**config.mk**
```make
export PLATFORM = sky130hd
export DESIGN_NAME = uart_cmd_parser
export DESIGN_NICKNAME = d
export VERILOG_FILES = /design/src/rtl/uart_pkg.sv /design/src/rtl/uart_idle_timer.sv /design/src/rtl/uart_cmd_parser.sv
export SDC_FILE = /design/constraint.sdc
export NUM_CORES = 1
export LEC_CHECK = 0
export CAP_MARGIN = 20
export CORE_UTILIZATION = 57
export CTS_CLUSTER_SIZE = 16
export DETAILED_ROUTE_END_ITERATION = 16
export PLACE_DENSITY = 0.91
export SLEW_MARGIN = 20
export SYNTH_ARGS = -nofsm -noshare
export SYNTH_HDL_FRONTEND = slang
export SYNTH_SLANG_ARGS = --single-unit
```
**constraint.sdc**
```tcl
create_clock -name clk -period 4.49 [get_ports clk]
set_input_delay 0.898 -clock clk [delete_from_list [all_inputs] [get_ports clk]]
set_output_delay 0.898 -clock clk [all_outputs]
set_load 0.01 [all_outputs]
```
**src/rtl/uart_pkg.sv**
```systemverilog
// Shared types and constants for the UART command-frame parser.
// Holds the parser state encoding, error codes and default header bytes.
package uart_pkg;

  typedef enum logic [2:0] {
    ST_IDLE = 3'd0,
    ST_HDR  = 3'd1,
    ST_ADDR = 3'd2,
    ST_DATA = 3'd3,
    ST_CSUM = 3'd4
  } state_e;

  localparam logic [1:0] ERR_NONE    = 2'b00;
  localparam logic [1:0] ERR_CSUM    = 2'b01;
  localparam logic [1:0] ERR_TIMEOUT = 2'b10;

  localparam logic [7:0] DEF_HDR0 = 8'h55;
  localparam logic [7:0] DEF_HDR1 = 8'hAA;

  // Frame checksum is a plain modulo-256 byte sum.
  function automatic logic [7:0] sum8(input logic [7:0] a, input logic [7:0] b);
    return a + b;
  endfunction

endpackage

```
**src/rtl/uart_idle_timer.sv**
```systemverilog
// Inter-byte idle counter: counts enabled cycles since the last clear and
// flags expiry on the cycle the count sits at TIMEOUT_CYCLES-1.
module uart_idle_timer #(
  parameter int TIMEOUT_CYCLES = 5_000_000
) (
  input  logic clk,
  input  logic reset,
  input  logic clear,
  input  logic enable,
  output logic expired
);

  localparam int CNT_W = (TIMEOUT_CYCLES < 2) ? 1 : $clog2(TIMEOUT_CYCLES + 1);
  localparam logic [CNT_W-1:0] LAST = CNT_W'(TIMEOUT_CYCLES - 1);

  logic [CNT_W-1:0] cnt_q;
  logic [CNT_W-1:0] cnt_d;

  // Saturate at LAST so a stalled enable can never wrap back into range.
  always_comb begin
    cnt_d = cnt_q;
    if (clear) begin
      cnt_d = '0;
    end else if (enable && (cnt_q < LAST)) begin
      cnt_d = cnt_q + CNT_W'(1);
    end
  end

  always_ff @(posedge clk or posedge reset) begin
    if (reset) begin
      cnt_q <= '0;
    end else begin
      cnt_q <= cnt_d;
    end
  end

  assign expired = enable && (cnt_q == LAST);

endmodule

```
**src/rtl/uart_cmd_parser.sv**
```systemverilog
// Parses 8-byte register-write frames (HDR0 HDR1 ADDR D3 D2 D1 D0 CSUM) from a
// UART byte stream and issues a single-cycle register write or error strobe.
module uart_cmd_parser
  import uart_pkg::*;
#(
  parameter int         TIMEOUT_CYCLES = 5_000_000,
  parameter logic [7:0] HDR0           = DEF_HDR0,
  parameter logic [7:0] HDR1           = DEF_HDR1
) (
  input  logic        clk,
  input  logic        reset,
  input  logic [7:0]  rx_data,
  input  logic        rx_done,
  output logic        reg_wr_en,
  output logic [7:0]  reg_addr,
  output logic [31:0] reg_wdata,
  output logic        frame_err,
  output logic [1:0]  err_code,
  output logic        busy
);

  state_e      state_q;
  logic [7:0]  addr_sh_q;
  logic [31:0] data_sh_q;
  logic [7:0]  sum_q;
  logic [1:0]  byte_cnt_q;
  logic        reg_wr_en_q;
  logic        frame_err_q;
  logic [1:0]  err_code_q;
  logic [7:0]  reg_addr_q;
  logic [31:0] reg_wdata_q;

  logic        tmr_clear;
  logic        tmr_enable;
  logic        tmr_expired;

  assign tmr_clear  = rx_done || (state_q == ST_IDLE);
  assign tmr_enable = (state_q != ST_IDLE);

  uart_idle_timer #(
    .TIMEOUT_CYCLES(TIMEOUT_CYCLES)
  ) u_idle_timer (
    .clk    (clk),
    .reset  (reset),
    .clear  (tmr_clear),
    .enable (tmr_enable),
    .expired(tmr_expired)
  );

  // A received byte always wins over a timeout landing in the same cycle.
  always_ff @(posedge clk or posedge reset) begin
    if (reset) begin
      state_q     <= ST_IDLE;
      addr_sh_q   <= '0;
      data_sh_q   <= '0;
      sum_q       <= '0;
      byte_cnt_q  <= '0;
      reg_wr_en_q <= 1'b0;
      frame_err_q <= 1'b0;
      err_code_q  <= ERR_NONE;
      reg_addr_q  <= '0;
      reg_wdata_q <= '0;
    end else begin
      reg_wr_en_q <= 1'b0;
      frame_err_q <= 1'b0;
      if (rx_done) begin
        case (state_q)
          ST_IDLE: begin
            if (rx_data == HDR0) state_q <= ST_HDR;
          end
          ST_HDR: begin
            if (rx_data == HDR1)      state_q <= ST_ADDR;
            else if (rx_data == HDR0) state_q <= ST_HDR;
            else                      state_q <= ST_IDLE;
          end
          ST_ADDR: begin
            addr_sh_q  <= rx_data;
            sum_q      <= rx_data;
            byte_cnt_q <= 2'd0;
            state_q    <= ST_DATA;
          end
          ST_DATA: begin
            data_sh_q  <= {data_sh_q[23:0], rx_data};
            sum_q      <= sum8(sum_q, rx_data);
            byte_cnt_q <= byte_cnt_q + 2'd1;
            if (byte_cnt_q == 2'd3) state_q <= ST_CSUM;
          end
          ST_CSUM: begin
            if (rx_data == sum_q) begin
              reg_wr_en_q <= 1'b1;
              reg_addr_q  <= addr_sh_q;
              reg_wdata_q <= data_sh_q;
            end else begin
              frame_err_q <= 1'b1;
              err_code_q  <= ERR_CSUM;
            end
            state_q <= ST_IDLE;
          end
          default: state_q <= ST_IDLE;
        endcase
      end else if (tmr_expired) begin
        state_q     <= ST_IDLE;
        frame_err_q <= 1'b1;
        err_code_q  <= ERR_TIMEOUT;
      end
    end
  end

  assign reg_wr_en = reg_wr_en_q;
  assign reg_addr  = reg_addr_q;
  assign reg_wdata = reg_wdata_q;
  assign frame_err = frame_err_q;
  assign err_code  = err_code_q;
  assign busy      = (state_q != ST_IDLE);

endmodule
```
[Word level (Yosys, flattened, before mapping)]
Cells that the tools add are included.
Widths: inputs -> output; s select.
Word-level totals
  output and inout bits: 45
  logic and storage cells: 64
  bits in registers: 120
  bits of input ports: 11
Cells by class
  equal/unequal tests: 13
  multiplexer cells: 22
  reductions and logical operators: 14
  add/subtract/negate cells: 3
  order comparisons: 1
Operators by type and width (number)
  $mux 23: 2
  $add 23x1->23 const B: 1
  $eq 23x23->1 const B: 1
  $lt 23x23->1 const B: 1
  $pmux 8 s2: 1
  $mux 3: 4
  $pmux 3 s4: 1
  $mux 2: 5
  $reduce_and 3->1: 3
  $add 8x8->8: 1
  $eq 8x7->1 const B: 1
  $eq 8x8->1: 1
  $eq 8x8->1 const B: 1
  $mux 1: 8
  $eq 3x2->1 const B: 2
  $reduce_and 2->1: 3
  $reduce_bool 2->1: 3
  $pmux 2 s2: 1
  $eq 3x1->1 const B: 1
  $eq 3x3->1 const B: 1
  $logic_not 3->1: 1
  $ne 3x2->1 const B: 1
  $ne 3x3->1 const B: 1
  $reduce_bool 3->1: 1
  other kinds (6): 7

[Depth between registers and ports, before layout]
  depth in word-level cells: 5
  mapped depth: 9
  mapped depth without buffers: 9

[Modules after synthesis]
A second synthesis with hierarchy kept.
Second synthesis, totals
  cells, all modules: 526
  area, all modules: 5730.5 sq um
By module, submodules not included
  uart_cmd_parser: cells an instance 369, times used 1, sequential area each 2427.3 sq um, area an instance 4335.4 sq um
  uart_idle_timer: cells an instance 157, times used 1, sequential area each 575.6 sq um, area an instance 1395.1 sq um

[Worst setup path after synthesis]
No wires, ideal clock.
  path kind: in2reg
  start: input port rx_data[5]
  end: register reg_addr_q[0] (netlist: reg_addr[0])
  setup time: 0.065 ns
  slack: 1.930 ns
  data required time: 4.425 ns
  buffers on the path: 2
  stages on the path: 9
  data arrival time: 2.495 ns
  path through: ha_1 > nor4_1 > nand3_1 > or2_2 > clkbuf_1 > inv_1 > clkbuf_1 > nand2_1 > nand2_1
On the way
  longest elaborated chain between the ends: 2
Ends and longest elaborated chain
  start: declaration: RTL line uart_cmd_parser.sv:12  | input logic [7:0] rx_data,
  $eq 8x8->1: RTL line uart_cmd_parser.sv:89  | if (rx_data == sum_q) begin
  $reduce_and 3->1 (no source line)
  end signal: assignment: RTL line uart_cmd_parser.sv:91  | reg_addr_q <= addr_sh_q;
  end: declaration: RTL line uart_cmd_parser.sv:30  | logic [7:0] reg_addr_q;
No other way between the ends.
A chain may end at the register's enable or synchronous reset.

[Worst setup path after layout]
  start: input port rx_data[5]
  end: register reg_wdata_q[14] (netlist: reg_wdata[14])
On the way
  longest elaborated chain between the ends: 2
Ends and longest elaborated chain
  $eq 8x8->1: RTL line uart_cmd_parser.sv:89
  $reduce_and 3->1 (no source line)
  end signal: assignment: RTL line uart_cmd_parser.sv:92  | reg_wdata_q <= data_sh_q;
  end: declaration: RTL line uart_cmd_parser.sv:31  | logic [31:0] reg_wdata_q;
No other way between the ends.

==> key figures <==
Place
  • Hpwl dp: 7790 um
  • Port Buffer Count: 55
  • Dpl cell area: 6050 um^2
  • Cell Count Post-Placement: 675
  • Routability Congestion: 0.852

Power
  • Clock power frac: 47.8%
  • NetSw: 769 uW
  • Sequential Power Share: 40.9%
  • Pwr/cell area: 439 nW/um^2
  • P_int: 2.16 mW
  • Leakage: 3.20 nW
  • Fraction of power spent switching nets: between 20% and 30%
  • Combinational share of power: 11.2%
  • VDD IR max: 269 uV

Worst setup path
  • Setup Crit Path Kind: input pin to flip-flop
  • Max FO, Critical Path: 41
  • Max incr delay on CP: 590 ps
  • Worst setup EP type: flip-flop
  • Reg2Reg Setup Slack: 1900 ps
  • Worst EP required: a little under 5000 ps
  • CP startpoint kind: input pin
  • Critical path's slowest cell: or2_2
  • Worst-path cell chain: clkdlybuf4s50_1 > ha_1 > nor4_1 > nand3_1 > or2_2 > inv_1 > buf_4 > nand2_1 > nand2_1
  • CP top delay family: simple AND/OR/NAND/NOR gates
  • Buffers and inverters on the worst path: 3
  • Crit path DAT: 3650 ps
  • Cell mode on critical path: nand2_1

Global route
  • Largest net degree at the start of global routing: 77
  • First-pass GRT wire length: 20500 um
  • Total Routing Usage GR: 27.0%
  • GRT overflow: 0
  • Vias in the first global route: 4237
  • Initial antenna violation count: 0

Layout
  • Nets: 604
  • Diodes inserted: 0
  • Share of cells above drive strength 1: 14.3%
  • Final cell area excluding filler cells: 6660 um^2
  • Reg area: 3000 um^2
  • Multi-input logic area: 2260 um^2
  • Finished Layout Cells: 707
  • # fillers: 585
  • Area grow syn2layout: 23.3%

Synth
  • Synth top area share: 55.6%
  • Synthesized instance count: around 530
  • Area share of and/or/nand/nor cells after synthesis: a little over a fifth
  • Synthesized flop and latch total: 120
  • Syn Nets: 548
  • Post-synth EDFFs: 0
  • Main flop type after synthesis: dfrtp_1
  • Post-synthesis sequential area ratio: 55.6%
  • Post-synth cell types: 52
  • Synth top cells by count: nand2_1 (153), dfrtp_1 (120), mux2_2 (37)
  • Top-count cell post-synth: nand2_1
  • Yosys top cell by area: dfrtp_1
  • Cell area after synthesis: 5400 um^2
  • Syn. warnings: 0
  • Mux share of post-synthesis cell area: 8.08%
  • Post-Synth Adder-Cell Area: 2.45%
  • Synth Area in Compound Gates: under 10%
  • Main area contributors after synthesis: dfrtp_1 (56%), nand2_1 (11%), mux2_2 (7.7%)
  • Main combinational cell family by area after synthesis: simple AND/OR/NAND/NOR gates
  • Synth Area in XOR/XNOR: 3.57%
  • Post-synth ARST share: 100%
  • Avg Cell Area, Syn: 10.3 um^2

Timing
  • Fmax: approximately 0.31 GHz
  • Fin crit period: 3200 ps
  • Hold WS: 468 ps
  • Max Slew Vio Count: 0
  • Tcrit/Tclk final: 71.3%
  • Setup TNS: 0 ps
  • Worst-margin pin slew: 925 ps
  • Final Hold Vio Count: 0
  • Slew Limit Headroom: 38.4%
  • Final Setup Violations: 0
  • Fin Clk Skew: around 9.1 ps
  • RSZ-0062 raised after global routing: false

Floorplan
  • Starting density of the core: 58.7%
  • Die area: 9870 um^2
  • Core outline area: 9200 um^2
  • Vert. Die Dim: between 90 and 100 um
  • Chip width: between 90 and 100 um
  • I/O pin cnt: 56
  • Cell Rows: 35

Drt
  • WL met3: 705 um
  • DR vias/cell: between 5 and 6
  • Initial DRT Pass Iterations: 5
  • Vias post-DR: 4194
  • Drt initial violations: 341
  • Met1 Wirelength: between 4000 and 5000 um
  • DRC: 0
  • Final ANT Viol Nets: 0
  • DR WL/cell: 17.3 um
  • Top sig layer: met4
  • DR WL met2: between 6000 and 7000 um
  • Routed wire length: approximately 12000 um

Worst hold path
  • Worst min-delay path category: flip-flop to flip-flop

Clock network
  • Clock Latency Late Sink: 520 ps
  • TritonCTS Sinks: 120
  • Root buf cell: clkbuf_8
  • Gates resized, CTS repair: 0
  • Hold_buf cts: 0
  • Setup Buffers After CTS: 0
  • Deepest clock path buffer count: 2
  • CTS tree: built
  • CTS H-tree lvls: 4
  • CTS clk-pin slew, worst paths: 70 ps
  • CTS buffer count: 17

Flow run
  • Max-cap violations: 0

Status
  • Status: complete, no violations
==> path summary, 6_finish.rpt <==
kind	depth (start not counted)	startpoint	to
worst max-delay path	9	rx_data[5]	reg_wdata[14]$_DFFE_PP0P_
worst min-delay path	2	addr_sh_q[0]$_DFFE_PP0P_	reg_addr[0]$_DFFE_PP0P_
worst max register to register	6	u_idle_timer.cnt_q[7]$_DFFE_PP0P_	u_idle_timer.cnt_q[10]$_DFFE_PP0P_
worst min register to register	2	addr_sh_q[0]$_DFFE_PP0P_	reg_addr[0]$_DFFE_PP0P_
max in group asynchronous	3	reset	sum_q[4]$_DFFE_PP0P_
min in group asynchronous	2	reset	u_idle_timer.cnt_q[18]$_DFFE_PP0P_
==> cell families (layout without fill, tap and decap cells) <==
kind of cell / count (synthesis) / count (layout)
and+or+nand+nor: 244 / 244
DFF: 120 / 120
AOI/OAI and AO/OA: 56 / 56
muxes: 39 / 39
buffers and inverters: 36 / 105
xor gates and xnor gates: 22 / 22
adders and majority gates: 10 / 10
==> registers in the layout (all words and copies together), names as in the netlist <==
register	count
state_q	3
reg_addr	8
err_code	2
frame_err	1
data_sh_q	32
u_idle_timer.cnt_q	23
sum_q	8
byte_cnt_q	2
reg_wdata	32
reg_wr_en	1
addr_sh_q	8
==> stage by stage <==
| stage | setup slack, ps | utilization, % | power [mW] |
|---|---|---|---|
| 2_1_floorplan | 406 | - | 1.44 |
| 3_3_place_gp | 930 | 65.7 | 1.51 |
| 3_5_place_dp | 838 | 65.7 | 1.53 |
| 4_1_cts | 1330 | 72.4 | 2.93 |
| 5_1_grt | 1130 | 72.4 | 3.03 |
| 6_report | 1290 | 72.4 | 2.92 |
==> metal layers <==
layer	global-route usage [%]	up-vias
met5	0	-
met1	32.2	2098
li1	-	1905
met3	5.69	29
met4	11.2	0
met2	47.5	162
==> power by group through the flow <==
stage | registers (mW) | logic (mW) | clock network [mW]
2_1_floorplan | 1.19 | 0.251 | 0
3_3_place_gp | 1.21 | 0.301 | 0
3_5_place_dp | 1.21 | 0.317 | 0
4_1_cts | 1.20 | 0.330 | 1.41
5_1_grt | 1.21 | 0.365 | 1.46
6_report | 1.20 | 0.329 | 1.40
==> area by class of cell <==
type / count / share of cell area, %
Clock inverter: 14 / 2.80
Sequential cell: 120 / 45.1
Timing Repair Buffer: 58 / 8.79
Clock buffer: 18 / 6.42
Inverter: 15 / 0.883
Multi-Input combinational cell: 371 / 33.9
Tap cell: 111 / 2.09
==> cell usage in the layout (no fill, tap or decap), types with 3 or more instances in the layout <==
cell,Yosys,layout
or4_1,3,3
bufinv_16,0,3
nand4_1,4,4
nor4_1,4,4
nor4b_1,4,4
a21oi_1,16,16
xnor2_1,18,18
mux2_2,37,37
a21o_1,3,3
xor2_1,4,4
clkbuf_16,0,16
nor2_1,28,28
o21ai_0,18,18
inv_6,0,5
nand3_1,10,10
clkinv_4,0,3
nor2b_1,3,3
nor3_1,6,6
inv_1,15,14
dfrtp_1,120,120
nor4_2,5,5
or3_1,7,7
nand2_1,153,153
clkdlybuf4s50_1,0,55
a31oi_1,5,5
ha_1,9,9
==> worst reg2reg max path, stage by stage, from the launching register on <==
cell,delay [ps]
dfrtp_1,440
nand4bb_1,210
or4_1,480
a2111oi_4,870
nor4b_1,170
xnor2_1,220
nor2_1,60
(Power assumes the default switching activity.)
